`config.mk`:
```
export PLATFORM = sky130hd
export DESIGN_NAME = cond_unit_flat
export DESIGN_NICKNAME = d
export VERILOG_FILES = /design/src/rtl/cond_unit_if.sv /design/src/rtl/cond_unit.sv /design/src/flat_wrapper.sv
export SDC_FILE = /design/constraint.sdc
export NUM_CORES = 1
export LEC_CHECK = 0
export ABC_AREA = 1
export BUFFER_PORTS_ARGS = -buffer_cell sky130_fd_sc_hd__buf_2
export CAP_MARGIN = 15
export CORE_ASPECT_RATIO = 0.7
export CORE_MARGIN = 2
export CORE_UTILIZATION = 57
export DETAILED_ROUTE_END_ITERATION = 8
export PLACE_DENSITY_LB_ADDON = 0.3
export SETUP_SLACK_MARGIN = 0.3
export SLEW_MARGIN = 5
export SYNTH_ARGS = -nofsm -noshare
export SYNTH_HDL_FRONTEND = slang
export SYNTH_SLANG_ARGS = --single-unit
```
`constraint.sdc`:
```
create_clock -name clk -period 4.1 [get_ports clk]
set_input_delay 1.23 -clock clk [delete_from_list [all_inputs] [get_ports clk]]
set_output_delay 1.23 -clock clk [all_outputs]
set_load 0.005 [all_outputs]
```
`src/rtl/cond_unit_if.sv`:
```
// Bus between the decode/ALU side and the condition stage: instruction
// controls and flags in, gated write enables, flags and squash count out.
interface cond_unit_if #(
    parameter int unsigned CNT_W = 16
);
    logic             en;
    logic [3:0]       Cond;
    logic [3:0]       ALUFlags;
    logic [1:0]       FlagW;
    logic             PCS;
    logic             RegW;
    logic             MemW;
    logic             NoWrite;
    logic [3:0]       Flags;
    logic             CondEx;
    logic             PCSrc;
    logic             RegWrite;
    logic             MemWrite;
    logic [CNT_W-1:0] SquashCnt;

    modport master (
        output en, Cond, ALUFlags, FlagW, PCS, RegW, MemW, NoWrite,
        input  Flags, CondEx, PCSrc, RegWrite, MemWrite, SquashCnt
    );

    modport slave (
        input  en, Cond, ALUFlags, FlagW, PCS, RegW, MemW, NoWrite,
        output Flags, CondEx, PCSrc, RegWrite, MemWrite, SquashCnt
    );
endinterface

```
`src/rtl/cond_unit.sv`:
```
// Condition/flag stage: holds NZCV, evaluates the instruction condition
// against the stored flags, gates write requests and counts squashed ops.
module cond_unit #(
    parameter logic [3:0]  FLAGS_RST = 4'b0000,
    parameter int unsigned CNT_W     = 16
) (
    input  logic        clk,
    input  logic        reset,
    cond_unit_if.slave  bus
);
    logic [3:0]       flags_q;
    logic [CNT_W-1:0] cnt_q;
    logic             cond_ex;
    logic             n_f, z_f, c_f, v_f;

    assign {n_f, z_f, c_f, v_f} = flags_q;

    // Condition evaluated on registered flags only; no ALU bypass.
    always_comb begin
        cond_ex = 1'b0;
        case (bus.Cond)
            4'b0000: cond_ex = z_f;
            4'b0001: cond_ex = ~z_f;
            4'b0010: cond_ex = c_f;
            4'b0011: cond_ex = ~c_f;
            4'b0100: cond_ex = n_f;
            4'b0101: cond_ex = ~n_f;
            4'b0110: cond_ex = v_f;
            4'b0111: cond_ex = ~v_f;
            4'b1000: cond_ex = c_f & ~z_f;
            4'b1001: cond_ex = ~c_f | z_f;
            4'b1010: cond_ex = (n_f == v_f);
            4'b1011: cond_ex = (n_f != v_f);
            4'b1100: cond_ex = ~z_f & (n_f == v_f);
            4'b1101: cond_ex = z_f | (n_f != v_f);
            4'b1110: cond_ex = 1'b1;
            default: cond_ex = 1'b0;
        endcase
    end

    // N,Z and C,V groups update independently, only for passing instructions.
    always_ff @(posedge clk) begin
        if (reset) begin
            flags_q <= FLAGS_RST;
        end else if (bus.en && cond_ex) begin
            if (bus.FlagW[1]) flags_q[3:2] <= bus.ALUFlags[3:2];
            if (bus.FlagW[0]) flags_q[1:0] <= bus.ALUFlags[1:0];
        end
    end

    // Saturating count of condition-failed instructions.
    always_ff @(posedge clk) begin
        if (reset) begin
            cnt_q <= '0;
        end else if (bus.en && !cond_ex && (cnt_q != {CNT_W{1'b1}})) begin
            cnt_q <= cnt_q + CNT_W'(1);
        end
    end

    assign bus.Flags     = flags_q;
    assign bus.CondEx    = cond_ex;
    assign bus.PCSrc     = bus.PCS & cond_ex;
    assign bus.RegWrite  = bus.RegW & cond_ex & ~bus.NoWrite;
    assign bus.MemWrite  = bus.MemW & cond_ex;
    assign bus.SquashCnt = cnt_q;
endmodule
```
`src/flat_wrapper.sv`:
```
// flat-port wrapper written by rule: the top's interface ports become plain ports
module cond_unit_flat 
#(
    parameter logic [3:0]  FLAGS_RST = 4'b0000,
    parameter int unsigned CNT_W     = 16
)
  (clk, reset, bus_en, bus_Cond, bus_ALUFlags, bus_FlagW, bus_PCS, bus_RegW, bus_MemW, bus_NoWrite, bus_Flags, bus_CondEx, bus_PCSrc, bus_RegWrite, bus_MemWrite, bus_SquashCnt);
  cond_unit_if #(.CNT_W(CNT_W)) bus_i ();
  input  logic clk;
  input  logic reset;
  input wire logic [$bits(bus_i.en)-1:0] bus_en;
  input wire logic [$bits(bus_i.Cond)-1:0] bus_Cond;
  input wire logic [$bits(bus_i.ALUFlags)-1:0] bus_ALUFlags;
  input wire logic [$bits(bus_i.FlagW)-1:0] bus_FlagW;
  input wire logic [$bits(bus_i.PCS)-1:0] bus_PCS;
  input wire logic [$bits(bus_i.RegW)-1:0] bus_RegW;
  input wire logic [$bits(bus_i.MemW)-1:0] bus_MemW;
  input wire logic [$bits(bus_i.NoWrite)-1:0] bus_NoWrite;
  output wire logic [$bits(bus_i.Flags)-1:0] bus_Flags;
  output wire logic [$bits(bus_i.CondEx)-1:0] bus_CondEx;
  output wire logic [$bits(bus_i.PCSrc)-1:0] bus_PCSrc;
  output wire logic [$bits(bus_i.RegWrite)-1:0] bus_RegWrite;
  output wire logic [$bits(bus_i.MemWrite)-1:0] bus_MemWrite;
  output wire logic [$bits(bus_i.SquashCnt)-1:0] bus_SquashCnt;
  assign bus_i.en = bus_en;
  assign bus_i.Cond = bus_Cond;
  assign bus_i.ALUFlags = bus_ALUFlags;
  assign bus_i.FlagW = bus_FlagW;
  assign bus_i.PCS = bus_PCS;
  assign bus_i.RegW = bus_RegW;
  assign bus_i.MemW = bus_MemW;
  assign bus_i.NoWrite = bus_NoWrite;
  assign bus_Flags = bus_i.Flags;
  assign bus_CondEx = bus_i.CondEx;
  assign bus_PCSrc = bus_i.PCSrc;
  assign bus_RegWrite = bus_i.RegWrite;
  assign bus_MemWrite = bus_i.MemWrite;
  assign bus_SquashCnt = bus_i.SquashCnt;
  cond_unit #(.FLAGS_RST(FLAGS_RST), .CNT_W(CNT_W)) u_core (.clk(clk), .reset(reset), .bus(bus_i));
endmodule
```
**Yosys cells after proc, flatten, opt, wreduce, memory -nomap -nowiden**

Cells that the tools add are included.

- Word-level logic and storage cells: 42
- Input bits: 17
- Output and inout port bits: 24
- Bits in registers: 20

- Equal/unequal tests: 17
- Bitwise operators: 13
- Reduce and logical (&&, ||, !) cells: 7
- Mux-type cells: 1
- Add/subtract/negate cells: 1

Operators with widths:

| kind | number |
|---|---|
| $eq A4 B4 Y1 const B | 7 |
| $add A16 B1 Y16 const B | 1 |
| $eq A4 B3 Y1 const B | 4 |
| $ne A16 B16 Y1 const B | 1 |
| $pmux W1 S15 | 1 |
| $eq A4 B2 Y1 const B | 2 |
| $and A1 B1 Y1 | 6 |
| $not A1 Y1 | 5 |
| $eq A4 B1 Y1 const B | 1 |
| $logic_not A4 Y1 | 1 |
| $reduce_and A2 Y1 | 2 |
| $logic_and A1 B1 Y1 | 3 |
| $or A1 B1 Y1 | 2 |
| $eq A1 B1 Y1 | 1 |
| $logic_not A1 Y1 | 1 |
| $ne A1 B1 Y1 | 1 |

**Logic depth before layout (Yosys ltp)**

- Depth after elaboration: 6
- Gate-level depth with buffers: 13
- Mapped depth without buffers: 13

**Least setup slack after synthesis**

Ideal clock, no wire load.

- Path kind: input to output
- Start: in bus_Cond[0]
- End: out bus_RegWrite
- Setup slack: 0.734 ns
- Cell stages on the path: 11
- Required time: 2.870 ns
- Path buffers: 1
- Data arrival time: 2.136 ns
- Cell sequence: buf_4 -> inv_1 -> nor2_1 -> nand2_1 -> nand3_1 -> nand2_1 -> nand2_1 -> nor2_4 -> nand2_4 -> nand3b_1 -> inv_1

- Longest elaborated chain between the ends: 4
- Elaborated cells between the ends (all ways): 18
- Classes of those cells: 14 x eq/ne; 1 x mux; 2 x bitwise; 1 x reduce/logical

RTL lines:

| what | RTL line | text |
|---|---|---|
| start: declaration | flat_wrapper.sv:12 | `input wire logic [$bits(bus_i.Cond)-1:0] bus_Cond;` |
| $eq A4 B4 Y1, or another cell as far along | cond_unit.sv:21 | `case (bus.Cond)` |
| $pmux W1 S15 (*) | cond_unit.sv:21 |  |
| net bus_CondEx | flat_wrapper.sv:20 | `output wire logic [$bits(bus_i.CondEx)-1:0] bus_CondEx;` |
| $and A1 B1 Y1 (*) (2 in a row) | cond_unit.sv:63 | `assign bus.RegWrite = bus.RegW & cond_ex & ~bus.NoWrite;` |
| end: declaration | flat_wrapper.sv:22 | `output wire logic [$bits(bus_i.RegWrite)-1:0] bus_RegWrite;` |

Mark *: on every way through the listed nets, which the timed path passes. The rest lies on a longest branch.

**Worst setup path in the final report**

- Start: in bus_Cond[3]
- End: out bus_RegWrite

- Longest elaborated chain between the ends: 4
- Elaborated cells between the ends (all ways): 18
- Classes of those cells: 14 x eq/ne; 1 x mux; 2 x bitwise; 1 x reduce/logical

RTL lines:

| what | RTL line |
|---|---|
| $eq A4 B4 Y1, or another cell as far along | cond_unit.sv:21 |
| $pmux W1 S15 (*) | cond_unit.sv:21 |
| $and A1 B1 Y1 (*) (2 in a row) | cond_unit.sv:63 |

Mark *: on every way between the ends. The rest lies on a longest branch, timed or not.

==> impl_metrics.xml <==
<?xml version="1.0" encoding="UTF-8"?>
<metrics>
  <group name="finish">
    <metric name="seqCellArea" unit="µm²">400</metric>
    <metric name="multi_input_area" unit="µm²">973</metric>
    <metric name="layout-drive-gt1-share" unit="%">19.6</metric>
    <metric name="layout.cells.non_filler" unit="">357</metric>
    <metric name="final_instance_area" unit="µm²">1900</metric>
    <metric name="n_diodes" unit="">0</metric>
    <metric name="post_layout_nets" unit="">340</metric>
    <metric name="num-fill-cells" unit="">265</metric>
    <metric name="syn_to_final_growth" unit="%">17.7</metric>
  </group>
  <group name="worst_setup_path">
    <metric name="worstSetupStartpointType" unit="">primary input</metric>
    <metric name="cp_data_required_time" unit="ps">2870</metric>
    <metric name="crit_chain" unit="">buf_2 -&gt; nand2_2 -&gt; a21oi_2 -&gt; nand2_2 -&gt; o21ai_4 -&gt; nand2_4 -&gt; nand3b_1 -&gt; inv_1 -&gt; buf_2</metric>
    <metric name="worst_path_largest_cell_delay" unit="ps">280</metric>
    <metric name="worst_setup_path_end_kind" unit="">output port</metric>
    <metric name="timing.critical_path.fanout_max" unit="">10</metric>
    <metric name="worst_path_max_delay_cell" unit="">o21ai_4</metric>
    <metric name="arrival" unit="ps">2390</metric>
    <metric name="critPathKind" unit="">in -&gt; out</metric>
  </group>
  <group name="yosys">
    <metric name="synthesis.area_per_instance" unit="µm²">5.72</metric>
    <metric name="synth.ff_latch_count" unit="">20</metric>
    <metric name="synthesis.instances" unit="">283</metric>
    <metric name="yosysSeqAreaShare" unit="%">24.7</metric>
    <metric name="synth_area" unit="µm²">1620</metric>
    <metric name="ys_warn_count" unit="">0</metric>
    <metric name="synth_cell_types" unit="">30</metric>
    <metric name="synth_fp_nets" unit="">301</metric>
  </group>
  <group name="global_routing">
    <metric name="pin_count_of_the_biggest_net_entering_global_routing" unit="">31</metric>
    <metric name="globalRouteTotalUtil" unit="%">27.4</metric>
    <metric name="antenna_violations_before_repair" unit="">0</metric>
    <metric name="grt_first_pass_wirelength" unit="mm">6.97</metric>
    <metric name="first_global_vias" unit="">1582</metric>
    <metric name="grt-ovfl-total" unit="">0</metric>
  </group>
  <group name="die">
    <metric name="die_h" unit="µm">48.6</metric>
    <metric name="initial_utilization" unit="%">59.0</metric>
    <metric name="dieArea" unit="µm²">3290</metric>
    <metric name="fp.coreArea" unit="µm²">2740</metric>
    <metric name="fp.dieW" unit="µm">67.7</metric>
    <metric name="io_pins" unit="">41</metric>
    <metric name="core.rowCount" unit="">16</metric>
  </group>
  <group name="place">
    <metric name="gp_congestion" unit="">0.898</metric>
    <metric name="post_dp_hpwl" unit="mm">3.06</metric>
    <metric name="dpl-instance-area" unit="µm²">1810</metric>
    <metric name="dpl.cell_count" unit="">350</metric>
    <metric name="place_worst_setup_slack" unit="ps">356</metric>
    <metric name="number_of_buffers_added_on_ports" unit="">40</metric>
  </group>
  <group name="sta">
    <metric name="max-slew-margin-rel" unit="%">44.0</metric>
    <metric name="timing_max_transition_violations_final" unit="">0</metric>
    <metric name="tmin_final" unit="ps">3620</metric>
    <metric name="fmax" unit="MHz">276</metric>
    <metric name="setup_violations" unit="">0</metric>
    <metric name="timing.hold.ws" unit="ps">554</metric>
    <metric name="hold_viol_final" unit="">0</metric>
    <metric name="finalSetupTns" unit="ps">0</metric>
    <metric name="tightest_slew" unit="ps">837</metric>
    <metric name="grt_setup_unrepaired" unit="">false</metric>
    <metric name="fin_worst_skew" unit="ps">4.56</metric>
    <metric name="final_min_period_over_clock_period" unit="%">88.3</metric>
    <metric name="post-route-worst-setup-slack" unit="ps">480</metric>
  </group>
  <group name="cts">
    <metric name="cts_max_path_buffers" unit="">2</metric>
    <metric name="cts_hold_repair.buffers" unit="">0</metric>
    <metric name="clock_transition_at_the_registers_of_the_reported_paths" unit="ps">80</metric>
    <metric name="clock_insertion_delay_at_the_later_pin_of_the_skew_report" unit="ps">260</metric>
    <metric name="tritoncts_clock_tree" unit="">built</metric>
    <metric name="cts.repair.resized" unit="">0</metric>
    <metric name="cts_root_buf" unit="">clkbuf_8</metric>
    <metric name="inserted_clock_buffers" unit="">3</metric>
    <metric name="post_cts_buffers" unit="">0</metric>
    <metric name="cts_htree_levels" unit="">1</metric>
    <metric name="cts_num_sinks" unit="">20</metric>
  </group>
  <group name="flow_run">
    <metric name="cap_viol_max_count" unit="">0</metric>
  </group>
  <group name="min_path">
    <metric name="hp-class" unit="">reg -&gt; reg</metric>
  </group>
  <group name="drt">
    <metric name="drt_pre_antenna_iters" unit="">5</metric>
    <metric name="post_detailed_route_via_to_cell_ratio" unit="">5.16</metric>
    <metric name="num_vias" unit="">1841</metric>
    <metric name="dr_wl_met2" unit="mm">1.64</metric>
    <metric name="finalWirelength" unit="mm">4.06</metric>
    <metric name="post_route_antenna_net_violation_count" unit="">0</metric>
    <metric name="drcViolationCount" unit="">0</metric>
    <metric name="detail_route.wl_per_cell" unit="µm">11.4</metric>
    <metric name="detailroute.wirelength.met3" unit="µm">370</metric>
    <metric name="drt_iter0_drc" unit="">274</metric>
    <metric name="met1_wire_length" unit="mm">2.02</metric>
    <metric name="highest_layer" unit="">met4</metric>
  </group>
  <group name="power_and_ir_drop">
    <metric name="leakage" unit="nW">1.02</metric>
    <metric name="power.density_cell_area" unit="nW/µm²">294</metric>
    <metric name="ir_drop" unit="mV">0.280</metric>
  </group>
  <group name="run_status">
    <metric name="status" unit="">complete, no violations</metric>
  </group>
</metrics>
path summary, 6_finish.rpt:
kind / startpoint / to / slack [ps] / cells past startpoint
hold / removal: u_core.bus.SquashCnt[1]$_SDFFE_PP0P_ / u_core.bus.SquashCnt[1]$_SDFFE_PP0P_ / 550 / 4
setup reg to reg: u_core.bus.Flags[3]$_SDFFE_PP0P_ / u_core.bus.SquashCnt[5]$_SDFFE_PP0P_ / 2030 / 11
setup / recovery: bus_Cond[3] / bus_RegWrite / 480 / 9
hold reg to reg: u_core.bus.SquashCnt[1]$_SDFFE_PP0P_ / u_core.bus.SquashCnt[1]$_SDFFE_PP0P_ / 550 / 4
through the flow:
step	util (%)	power, mW
2_1_floorplan	-	0.319
5_1_grt	69.4	0.594
3_5_place_dp	66.0	0.355
6_report	69.4	0.559
3_3_place_gp	66.0	0.353
4_1_cts	68.6	0.555
cell families (layout without fill, tap and decap cells):
kind of cell	count (synthesis)	in the layout	share of synthesized area [%]
and+or+nand+nor	195	195	55.1
buffers and inverters	59	97	15.1
DFF	20	20	24.7
AOI/OAI and AO/OA	5	5	2.63
xor gates and xnor gates	3	3	1.62
adders and majority gates	1	1	0.773
power breakdown:
part	switching [mW]	total, mW	internal (mW)
Combinational	0.0905	0.145	0.0540
Sequential	0.0111	0.215	0.204
Clock	0.0695	0.200	0.130
layout by cell type (no fill, tap or decap), drive strengths merged:
master	n
nand2	84
nor2	55
inv	48
buf	44
nand4	32
dfxtp	20
nand3	17
nor3	6
clkbuf	3
xor2	2
a21oi	2
o21ai	2
clkinv	1
nand3b	1
a21boi	1
xnor2	1
ha	1
bufinv	1
critical path, delay by kind of cell:
family | cells | cell delay (ps)
compound gates | 2 | 430
buf+inv | 3 | 310
simple gates | 4 | 440
flip-flops by register name, summed over array words and instances (netlist names):
signal,flops
u_core.bus.Flags,4
u_core.bus.SquashCnt,16
cell usage after synthesis:
master     n  area [µm²]
a21boi_0   1        7.51
a21oi_1    1        5.00
a21oi_2    1        8.76
buf_1      1        3.75
buf_2      3        15.0
buf_4      3        22.5
buf_6      1        11.3
clkbuf_1   2        7.51
clkinv_1   1        3.75
dfxtp_1   20         400
ha_1       1        12.5
inv_1     43         161
inv_2      5        18.8
nand2_1   81         304
nand2_2    2        12.5
nand2_4    1        11.3
nand3_1   16        80.1
nand3_2    1        10.0
nand3b_1   1        7.51
nand4_1   31         194
nand4_4    1        21.3
nor2_1    53         199
nor2_2     1        6.26
nor2_4     1        11.3
nor3_1     5        25.0
nor3_2     1        10.0
o21ai_0    1        5.00
o21ai_4    1        16.3
xnor2_1    1        8.76
xor2_1     2        17.5
area by class of cell:
cell class	count	area share (%)
well taps	36	2.37
clock inverters	1	1.58
inverters	49	9.66
multi-input cells	204	51.1
repair buffers	44	12.1
flip-flops and latches	20	21.0
clock buffers	3	2.17
per-layer routing:
metal	vias to the layer above	GRT usage, %
met1	784	42.4
met4	0	7.48
met3	6	5.35
met5	-	0
met2	88	38.1
li1	963	-
Power figures use the tool's default switching activity.
